`src/rtl/configurable_division_pkg.sv`:
```
// configurable_division_pkg: mode codes, lane widths, FSM states and abs helpers shared by the divider
package configurable_division_pkg;
  localparam logic [1:0] CM_SINGLE8  = 2'b00;
  localparam logic [1:0] CM_PAR8     = 2'b01;
  localparam logic [1:0] CM_SINGLE16 = 2'b10;
  localparam int LANE8  = 8;
  localparam int LANE16 = 16;
  typedef enum logic [1:0] {IDLE, DIV, FIX, DONE} state_t;
  // Magnitude of a signed value; the most negative value maps to 2^(N-1) as unsigned
  function automatic logic [7:0] abs8(input logic [7:0] x);
    return x[7] ? -x : x;
  endfunction
  function automatic logic [15:0] abs16(input logic [15:0] x);
    return x[15] ? -x : x;
  endfunction
endpackage

```
`src/rtl/configurable_division_step.sv`:
```
// div_step: one combinational restoring-division step over 16 bits, optionally split into two 8-bit lanes
// Ports: rem_i/quo_i partial remainder and dividend/quotient shift register, den_i divisor magnitude(s),
//        split_i breaks the bit-7/8 boundary, rem_o/quo_o state after the step.
module div_step (
  input  logic [15:0] rem_i,
  input  logic [15:0] quo_i,
  input  logic [15:0] den_i,
  input  logic        split_i,
  output logic [15:0] rem_o,
  output logic [15:0] quo_o
);
  logic [15:0] rs, qs;
  logic [8:0]  tl, th;
  logic        okl, okh;
  always_comb begin
    rs  = split_i ? {rem_i[14:8], quo_i[15], rem_i[6:0], quo_i[7]} : {rem_i[14:0], quo_i[15]};
    qs  = split_i ? {quo_i[14:8], 1'b0, quo_i[6:0], 1'b0} : {quo_i[14:0], 1'b0};
    tl  = {1'b0, rs[7:0]} - {1'b0, den_i[7:0]};
    // Low-byte borrow feeds the high byte only when the lanes are joined
    th  = {1'b0, rs[15:8]} - {1'b0, den_i[15:8]} - {8'h00, ~split_i & tl[8]};
    okh = ~th[8];
    okl = split_i ? ~tl[8] : ~th[8];
    rem_o = {okh ? th[7:0] : rs[15:8], okl ? tl[7:0] : rs[7:0]};
    quo_o = qs | {7'h00, split_i & okh, 7'h00, okl};
  end
endmodule

```
`src/rtl/configurable_division.sv`:
```
// configurable_division: signed iterative restoring divider, single 8-bit, dual 8-bit or single 16-bit
// Ports: clk_i clock, reset_ni async active-low reset, dividend_i/divisor_i signed operands,
//        enable_i start request, cm_i mode, result_o packed quotient/remainder,
//        data_valid_o result valid, div_by_zero_o an active lane divided by zero.
module configurable_division
  import configurable_division_pkg::*;
(
  input  logic        clk_i,
  input  logic        reset_ni,
  input  logic [15:0] dividend_i,
  input  logic [15:0] divisor_i,
  input  logic        enable_i,
  input  logic [1:0]  cm_i,
  output logic [31:0] result_o,
  output logic        data_valid_o,
  output logic        div_by_zero_o
);
  state_t      state_q;
  logic        wide_q, par_q, valid_q, dbz_q;
  logic [1:0]  sd_q, sq_q, z_q;
  logic [15:0] rem_q, quo_q, den_q;
  logic [4:0]  cnt_q;
  logic [31:0] result_q;
  logic        wide_d, par_d, dbz_d;
  logic [1:0]  sd_d, sq_d, z_d;
  logic [15:0] rem_d, quo_d, quo0_d, den0_d, q16, r16;
  logic [7:0]  qh, rh, ql, rl;
  logic [31:0] result_d;
  div_step u_step (
    .rem_i  (rem_q),
    .quo_i  (quo_q),
    .den_i  (den_q),
    .split_i(~wide_q),
    .rem_o  (rem_d),
    .quo_o  (quo_d)
  );
  // Mode 11 behaves as 16-bit; in single 8-bit mode lane H is zeroed and never reported
  always_comb begin
    wide_d = cm_i[1];
    par_d  = cm_i == CM_PAR8;
    quo0_d = wide_d ? abs16(dividend_i) : {par_d ? abs8(dividend_i[15:8]) : 8'h00, abs8(dividend_i[7:0])};
    den0_d = wide_d ? abs16(divisor_i) : {par_d ? abs8(divisor_i[15:8]) : 8'h00, abs8(divisor_i[7:0])};
    sd_d   = wide_d ? {2{dividend_i[15]}} : {dividend_i[15], dividend_i[7]};
    sq_d   = wide_d ? {2{dividend_i[15] ^ divisor_i[15]}}
                    : {dividend_i[15] ^ divisor_i[15], dividend_i[7] ^ divisor_i[7]};
    z_d    = wide_d ? {2{divisor_i == 16'h0000}} : {divisor_i[15:8] == 8'h00, divisor_i[7:0] == 8'h00};
  end
  // Sign fix-up; a zero divisor forces the quotient to -1 while the remainder already equals |dividend|
  always_comb begin
    q16 = z_q[0] ? 16'hFFFF : sq_q[0] ? -quo_q : quo_q;
    r16 = sd_q[0] ? -rem_q : rem_q;
    qh  = z_q[1] ? 8'hFF : sq_q[1] ? -quo_q[15:8] : quo_q[15:8];
    rh  = sd_q[1] ? -rem_q[15:8] : rem_q[15:8];
    ql  = z_q[0] ? 8'hFF : sq_q[0] ? -quo_q[7:0] : quo_q[7:0];
    rl  = sd_q[0] ? -rem_q[7:0] : rem_q[7:0];
    result_d = wide_q ? {q16, r16} : par_q ? {qh, rh, ql, rl} : {16'h0000, ql, rl};
    dbz_d    = par_q ? |z_q : z_q[0];
  end
  always_ff @(posedge clk_i or negedge reset_ni) begin
    if (!reset_ni) begin
      state_q  <= IDLE;
      wide_q   <= 1'b0;
      par_q    <= 1'b0;
      sd_q     <= 2'b00;
      sq_q     <= 2'b00;
      z_q      <= 2'b00;
      rem_q    <= 16'h0000;
      quo_q    <= 16'h0000;
      den_q    <= 16'h0000;
      cnt_q    <= 5'd0;
      result_q <= 32'h0;
      valid_q  <= 1'b0;
      dbz_q    <= 1'b0;
    end else begin
      case (state_q)
        IDLE, DONE: if (enable_i) begin
          wide_q  <= wide_d;
          par_q   <= par_d;
          sd_q    <= sd_d;
          sq_q    <= sq_d;
          z_q     <= z_d;
          rem_q   <= 16'h0000;
          quo_q   <= quo0_d;
          den_q   <= den0_d;
          cnt_q   <= wide_d ? 5'(LANE16 - 1) : 5'(LANE8 - 1);
          valid_q <= 1'b0;
          dbz_q   <= 1'b0;
          state_q <= DIV;
        end
        DIV: begin
          rem_q <= rem_d;
          quo_q <= quo_d;
          cnt_q <= cnt_q - 5'd1;
          if (cnt_q == 5'd0) state_q <= FIX;
        end
        FIX: begin
          result_q <= result_d;
          valid_q  <= 1'b1;
          dbz_q    <= dbz_d;
          state_q  <= DONE;
        end
        default: state_q <= IDLE;
      endcase
    end
  end
  assign result_o      = result_q;
  assign data_valid_o  = valid_q;
  assign div_by_zero_o = dbz_q;
endmodule

```
`config.mk`:
```
export PLATFORM = sky130hd
export DESIGN_NAME = configurable_division
export DESIGN_NICKNAME = d
export VERILOG_FILES = /design/src/rtl/configurable_division_pkg.sv /design/src/rtl/configurable_division_step.sv /design/src/rtl/configurable_division.sv
export SDC_FILE = /design/constraint.sdc
export NUM_CORES = 1
export LEC_CHECK = 0
export BUFFER_PORTS_ARGS = -buffer_cell sky130_fd_sc_hd__buf_4
export CORE_ASPECT_RATIO = 1.2
export CORE_MARGIN = 5
export CORE_UTILIZATION = 30
export CTS_CLUSTER_DIAMETER = 200
export DETAILED_ROUTE_END_ITERATION = 10
export GPL_TIMING_DRIVEN = 0
export HOLD_SLACK_MARGIN = 0.15
export PLACE_DENSITY_LB_ADDON = 0.15
export REMOVE_ABC_BUFFERS = 1
export SYNTH_ARGS = -nofsm -noshare
export SYNTH_HDL_FRONTEND = slang
export SYNTH_HIERARCHICAL = 1
export SYNTH_SLANG_ARGS = --single-unit
export TNS_END_PERCENT = 1
```
`constraint.sdc`:
```
create_clock -name clk_i -period 5.6 [get_ports clk_i]
set_input_delay 0.84 -clock clk_i [delete_from_list [all_inputs] [get_ports clk_i]]
set_output_delay 0.84 -clock clk_i [all_outputs]
set_load 0.1 [all_outputs]
```
# After elaboration in Yosys (flattened, before gate mapping)
# Cells that the tools add are included.
[classes]
n_mux = 43
reduce_logical = 13
n_eq_ne = 6
n_bitwise = 8
n_addsub = 16
[op_table]
columns = ["op", "count"]
rows = [
  ["$mux W16", 9],
  ["$mux W8", 14],
  ["$mux W32", 2],
  ["$neg A16 Y16", 4],
  ["$neg A8 Y8", 8],
  ["$pmux W16 S2", 2],
  ["$mux W9", 2],
  ["$sub A8 B8 Y9", 2],
  ["$logic_not A16 Y1", 1],
  ["$logic_not A8 Y1", 2],
  ["$or A16 B9 Y16", 1],
  ["$pmux W5 S2", 1],
  ["$sub A9 B1 Y9", 1],
  ["$reduce_and A2 Y1", 4],
  ["$mux W2", 3],
  ["$pmux W2 S3", 1],
  ["$logic_not A5 Y1", 1],
  ["$mux W1", 5],
  ["$mux W5", 1],
  ["$sub A5 B1 Y5 const B", 1],
  ["$eq A2 B1 Y1 const B", 2],
  ["$eq A2 B2 Y1 const B", 2],
  ["$mux W4", 1],
  ["$ne A2 B2 Y1 const B", 2],
  ["7 further kinds", 14],
]
[word_totals]
ff_bits = 97
elab_cells = 99
output_inout_bits = 34

# Logic depth before layout (Yosys ltp)
[depth]
depth_word = 8
ltp_mapped = 20
depth_no_buf = 19

# Hierarchy
# Netlist, hierarchy kept.
[by_module_without_submodules]
columns = ["mod", "seq_area_each_um2", "cells_per_inst", "area_per_inst_um2", "instances"]
rows = [
  ["configurable_division", 2427.3, 727, 6219.7, 1],
  ["div_step", 0.0, 155, 1187.4, 1],
]

# Worst setup path before layout
# OpenSTA, ideal clock, no wires.
[synth_timing]
path_type = "reg-to-reg"
start = "reg wide_q"
end = "reg rem_q[2]"
t_required_ns = 5.479
synth_period_minus_slack_ns = 4.715
path_stages_with_launch = 20
slack_ns = 0.885
arrival_ns = 4.594
setup_ns = 0.121
path_cell_list = "dfrtp_1 clkinv_1 clkbuf_1 mux2i_1 ha_1 fa_1 nor2b_1 o31a_1 a41o_1 a21oi_2 nand2b_1 fa_1 fa_1 nor3b_2 o21ai_2 a31oi_2 xor2_1 mux2i_4 mux2_2 a22o_1"
[synth_between]
elab_chain_len = 8
elab_cells_between_ends = 10
cone_classes = "add/sub (3); mux (4); bitwise (3)"
[synth_lines]
columns = ["item", "line", "rtl"]
rows = [
  ["from (decl)", "configurable_division.sv:19", "logic wide_q, par_q, valid_q, dbz_q;"],
  ["from (signal assigned)", "configurable_division.sv:77", "wide_q <= wide_d;"],
  ["$mux W9", "configurable_division_step.sv:16", "rs = split_i ? {rem_i[14:8], quo_i[15], rem_i[6:0], quo_i[7]} : {rem_i[14:0], quo_i[15]};"],
  ["$sub A8 B8 Y9", "configurable_division_step.sv:18", "tl = {1'b0, rs[7:0]} - {1'b0, den_i[7:0]};"],
  ["$and A1 B1 Y1", "configurable_division_step.sv:20", "th = {1'b0, rs[15:8]} - {1'b0, den_i[15:8]} - {8'h00, ~split_i & tl[8]};"],
  ["$sub A9 B1 Y9", "configurable_division_step.sv:20", ""],
  ["$not A1 Y1", "configurable_division_step.sv:22", "okl = split_i ? ~tl[8] : ~th[8];"],
  ["$mux W1 (*)", "configurable_division_step.sv:22", ""],
  ["named net u_step.okl", "configurable_division_step.sv:14", "logic okl, okh;"],
  ["$mux W8 (*)", "configurable_division_step.sv:23", "rem_o = {okh ? th[7:0] : rs[15:8], okl ? tl[7:0] : rs[7:0]};"],
  ["named net rem_d[2]", "configurable_division.sv:26", "logic [15:0] rem_d, quo_d, quo0_d, den0_d, q16, r16;"],
  ["$pmux W16 S2 (*)", "configurable_division.sv:75", "case (state_q)"],
  ["to (signal assigned)", "configurable_division.sv:91", "rem_q <= rem_d;"],
  ["to (decl)", "configurable_division.sv:21", "logic [15:0] rem_q, quo_q, den_q;"],
]
# The timed path passes the listed nets; every way through them passes the cells marked *.
# A chain may end at the register's enable or synchronous reset.

# Worst setup path after layout
[layout_timing]
start = "reg wide_q"
end = "reg rem_q[7]"
[layout_between]
elab_chain_len = 8
elab_cells_between_ends = 10
cone_classes = "add/sub (3); mux (4); bitwise (3)"
[layout_lines]
columns = ["item", "line"]
rows = [
  ["$mux W9", "configurable_division_step.sv:16"],
  ["$sub A8 B8 Y9", "configurable_division_step.sv:18"],
  ["$and A1 B1 Y1", "configurable_division_step.sv:20"],
  ["$sub A9 B1 Y9", "configurable_division_step.sv:20"],
  ["$not A1 Y1", "configurable_division_step.sv:22"],
  ["$mux W1", "configurable_division_step.sv:22"],
  ["$mux W8 (*)", "configurable_division_step.sv:23"],
  ["named net rem_d[7]", "configurable_division.sv:26"],
  ["$pmux W16 S2 (*)", "configurable_division.sv:75"],
]
# Marks and branches as above.

==> results.txt <==
The worst setup path is captured at a register. The placed wire-length estimate after detailed placement came out at 15.64 mm. In the layout the commonest cells are 96 x sky130_fd_sc_hd__dfrtp_1, 70 x sky130_fd_sc_hd__o21ai_0, 69 x sky130_fd_sc_hd__inv_1, 69 x sky130_fd_sc_hd__nor2_1, 69 x sky130_fd_sc_hd__buf_4. Setup repair after global routing left no endpoint under its margin. In this run the cell area of the synthesized design comes to 7407 um2.

The setup slack at placement came out at -369.7 ps. The final critical-path share of the clock period is 94.35%. The buffers inserted during post-CTS setup optimization is 0. The count of input and output buffers came out at 70. The final max-slew violation count came out at 0.

TritonCTS built the clock tree. The most prevalent standard cell on the critical path is sky130_fd_sc_hd__fa_1. The critical path is of the reg2reg type. The layout-stage area growth over the synthesis result came out at 13.50%. Timing would allow up to 189.3 MHz. The overall die height came out at 182.1 um.

The proportion of synthesized flip-flops having asynchronous set or reset came out at 100.0%. The register clock-pin slew on the reported worst setup and hold paths is 70 ps. The flow ran to the end, and the final reports show no timing, DRC or antenna violations. Leaving out fill and tap cells, the most frequent cell in the layout is sky130_fd_sc_hd__dfrtp_1. The worst ir drop on vdd is 0.2019 mV. Clock skew on the completed layout was measured at 10.14 ps.

The repair_antennas step left the layout with diodes totalling 0. The number of standard-cell rows in the floorplan came out at 63. The proportion of netlist area held by the largest area contributor came out at 32.77%. The count of vias placed by the detailed router is 6320.

Counting the buffers created by CTS gives 9. The share of the Yosys chip area taken by registers is 32.77%. The number of DRC markers after the initial detailed-route iteration is 329. The number of hold violations in the final report is 0. The worst setup path is launched from a register. Measured on the finished design, the core utilization comes to 34.29%. The clock latency at the later pin of the worst-skew pair came out at 350 ps. The relative max-transition margin came out at 19.91%. The detailed router put a total of 10.25 mm of wire on met1. The via count of the first global-routing pass came out at 6184. Entering global routing, the biggest net connects 98 pins.

The core region is 24510 um2. The clock sink total is 97. The width of the chip is 153.4 um. The amount of wire on met2 after detailed routing is 9.543 mm.

The power density of the placed cells came out at 682.3 nW/um2. The remaining antenna violation count came out at 0. After detailed routing, no signal wire sits above met4.

The final routed wirelength across all metal layers is 20.81 mm. The maximum count of clock buffers along a single path is 2. The share of final-layout standard cells stronger than drive strength 1 is 14.41%.

After detailed routing, the average wire length per cell comes to 16.87 um. The average cell area after synthesis is 8.398 um2. For the pin with the worst max-slew slack, the measured transition is 1193 ps. The biggest area contributor in the post-synthesis netlist is sky130_fd_sc_hd__dfrtp_1. The fill cell total of the finished layout is 2589.

Setup slack closes at 316.3 ps. The required time of the critical path came out at 5840 ps. For this run, the number of Yosys warnings is 6. Sorting the synthesized cells by area gives the leading types as sky130_fd_sc_hd__dfrtp_1 33%, sky130_fd_sc_hd__ha_1 6.3%, sky130_fd_sc_hd__o21ai_0 4.7%. The leakage power is 3.616 nW. The number of max-cap violations came out at 0.

The maximum single-stage delay on the critical path is 530 ps. The endpoint identified for the worst register-to-register timing path is rem_q[7]. The tightest min-delay check is of the in2async type. The cell count after synthesis came out at 882. The critical path starts at wide_q. Synthesis instantiated 75 different standard cells from the library.

Dividing the detail-routed via count by the number of cells gives 5.122. The number of hold buffers added after CTS was 0. The post-route DRC violation count is 0. The cell sitting at the root of the clock tree is a sky130_fd_sc_hd__clkbuf_16. The number of antenna violations at the first check in global routing came out at 0. The arrival time at the worst endpoint is 5530 ps.

The number of cells on the worst reg-to-reg path is 18. Traced cell by cell, the critical path runs through inv_4, mux2i_1, ha_1, fa_1, nor2b_1, o31a_1, a41o_1, a21oi_2, nand2b_1, fa_1, fa_1, nor3b_2, o21ai_2, a31oi_2, xor2_1, mux2i_4, mux2_2, a22o_1. The area of the die came out at 27950 um2. The iteration count of the initial detailed-routing pass came out at 5. The clock period minus worst slack came out at 5284 ps.

The aggregate global routing overflow came out at 0. The launch instance of the worst register-to-register path is wide_q. The slowest stage of the critical path belongs to the cell sky130_fd_sc_hd__dfrtp_2.

Global routing used 15.04% of the available tracks. The worst reg-to-reg setup slack is 320 ps. The detailed-routed wire length on met3 is 715 um. The most used flip-flop cell after synthesis is sky130_fd_sc_hd__dfrtp_1.

The largest fanout on the critical path is 16. The H-tree depth came out at 3. The wire length of the first global-routing pass is 34.42 mm.

The final setup violation count is 0. The routability congestion estimate from global placement came out at 0.8096. The count of flip-flops with a built-in enable after synthesis is 0.

The initial utilization of the core area, before any placement, comes to 30.21%. The layout net count is 981. The number of ports placed on the die boundary is 71.

The number of register bits inferred by synthesis came out at 97.
[cell usage after synthesis, types with 8 or more instances]
cell / count
sky130_fd_sc_hd__o31ai_1: 11
sky130_fd_sc_hd__o221ai_1: 12
sky130_fd_sc_hd__a22oi_1: 10
sky130_fd_sc_hd__clkbuf_1: 39
sky130_fd_sc_hd__a21oi_1: 53
sky130_fd_sc_hd__a31oi_1: 15
sky130_fd_sc_hd__o21ai_0: 70
sky130_fd_sc_hd__nor2_1: 70
sky130_fd_sc_hd__a22o_1: 13
sky130_fd_sc_hd__ha_1: 37
sky130_fd_sc_hd__mux2i_1: 10
sky130_fd_sc_hd__a211oi_1: 8
sky130_fd_sc_hd__nand2_1: 65
sky130_fd_sc_hd__nand2b_1: 14
sky130_fd_sc_hd__nor2b_1: 12
sky130_fd_sc_hd__dfrtp_1: 97
sky130_fd_sc_hd__nand3_1: 16
sky130_fd_sc_hd__mux2_2: 14
sky130_fd_sc_hd__or3_1: 11
sky130_fd_sc_hd__xor2_1: 27
sky130_fd_sc_hd__nor3_1: 24
sky130_fd_sc_hd__xnor2_1: 35
sky130_fd_sc_hd__o22ai_1: 11
sky130_fd_sc_hd__inv_1: 69
sky130_fd_sc_hd__buf_4: 16
[stage by stage]
stage / setup TNS (ps) / hold WS [ps] / power [W] / std cells / instance area (um2)
after global routing: 0 / 242.4 / 0.006217 / 1234 / 8407
after floorplan: 0 / 447.3 / 0.004161 / 819 / 7083
after global placement: -4164 / 463.0 / 0.005077 / 1214 / 8015
after detailed placement: -4203 / 471.1 / 0.005155 / 1217 / 8089
after CTS: 0 / 485.4 / 0.005795 / 1233 / 8374
final: 0 / 253.6 / 0.005736 / 1234 / 8407
[per-layer routing]
metal,GRT usage [%],vias to the layer above
met5,0,-
met4,4.099,0
met3,2.467,18
met2,23.86,105
met1,21.32,2998
li1,-,3199
[what timing repair did]
| item | CTS | global route |
|---|---|---|
| resized for setup | 2 | 1 |
| cloned | 0 | 0 |
| setup endpoints to repair | 18 | 9 |
[layout make-up]
| class | count | area [um2] | share of cell area, % |
|---|---|---|---|
| flip-flops and latches | 97 | 2429 | 28.89 |
| clock buffers | 12 | 256.5 | 3.051 |
| multi-input cells | 652 | 4404 | 52.39 |
| well taps | 325 | 406.6 | 4.837 |
| inverters | 70 | 265.3 | 3.155 |
| repair buffers | 74 | 619.3 | 7.367 |
| clock inverters | 4 | 26.28 | 0.3125 |
[cells by family after synthesis]
| family | count (synthesis) | share of synthesized area (%) |
|---|---|---|
| DFF | 97 | 32.77 |
| AOI/OAI and AO/OA | 261 | 23.09 |
| muxes | 26 | 3.936 |
| adders and majority gates | 40 | 7.061 |
| buffers and inverters | 133 | 7.922 |
| and+or+nand+nor | 263 | 17.89 |
| xor gates and xnor gates | 62 | 7.331 |
[sequential cells by signal (all words and copies together), names as in the netlist]
name / count
cnt_q: 5
data_valid_o: 1
den_q: 16
div_by_zero_o: 1
par_q: 1
quo_q: 16
rem_q: 16
result_o: 32
sd_q: 2
sq_q: 2
state_q: 2
wide_q: 1
z_q: 2
[worst max-delay path by stage]
stage | to | slack (ps) | depth (start not counted)
final | rem_q[7] | 320 | 18
after global routing | quo_q[8] | 20 | 18
after CTS | rem_q[4] | 140 | 18
after detailed placement | rem_q[3] | -370 | 18
after global placement | rem_q[4] | -370 | 18
after floorplan | rem_q[2] | 810 | 18
[power breakdown]
| part | internal, W | total, W | switching, W | leakage [nW] |
|---|---|---|---|---|
| Sequential | 0.00100 | 0.00141 | 0.000408 | 1.20 |
| Clock | 0.000327 | 0.000614 | 0.000288 | 0.139 |
| Combinational | 0.00133 | 0.00371 | 0.00238 | 2.27 |
| Total | 0.00266 | 0.00574 | 0.00307 | 3.62 |
[worst max-delay path, delay by kind of cell (launching register included)]
kind / cells / cell delay (ps)
AO/OA/AOI/OAI: 6 / 1320
XOR/XNOR: 1 / 130
adder cells (fa/ha/maj): 4 / 1340
buffers and inverters: 1 / 230
flip-flops: 1 / 530
multiplexers: 3 / 1190
AND/OR/NAND/NOR: 3 / 410
(Power assumes the default switching activity.)
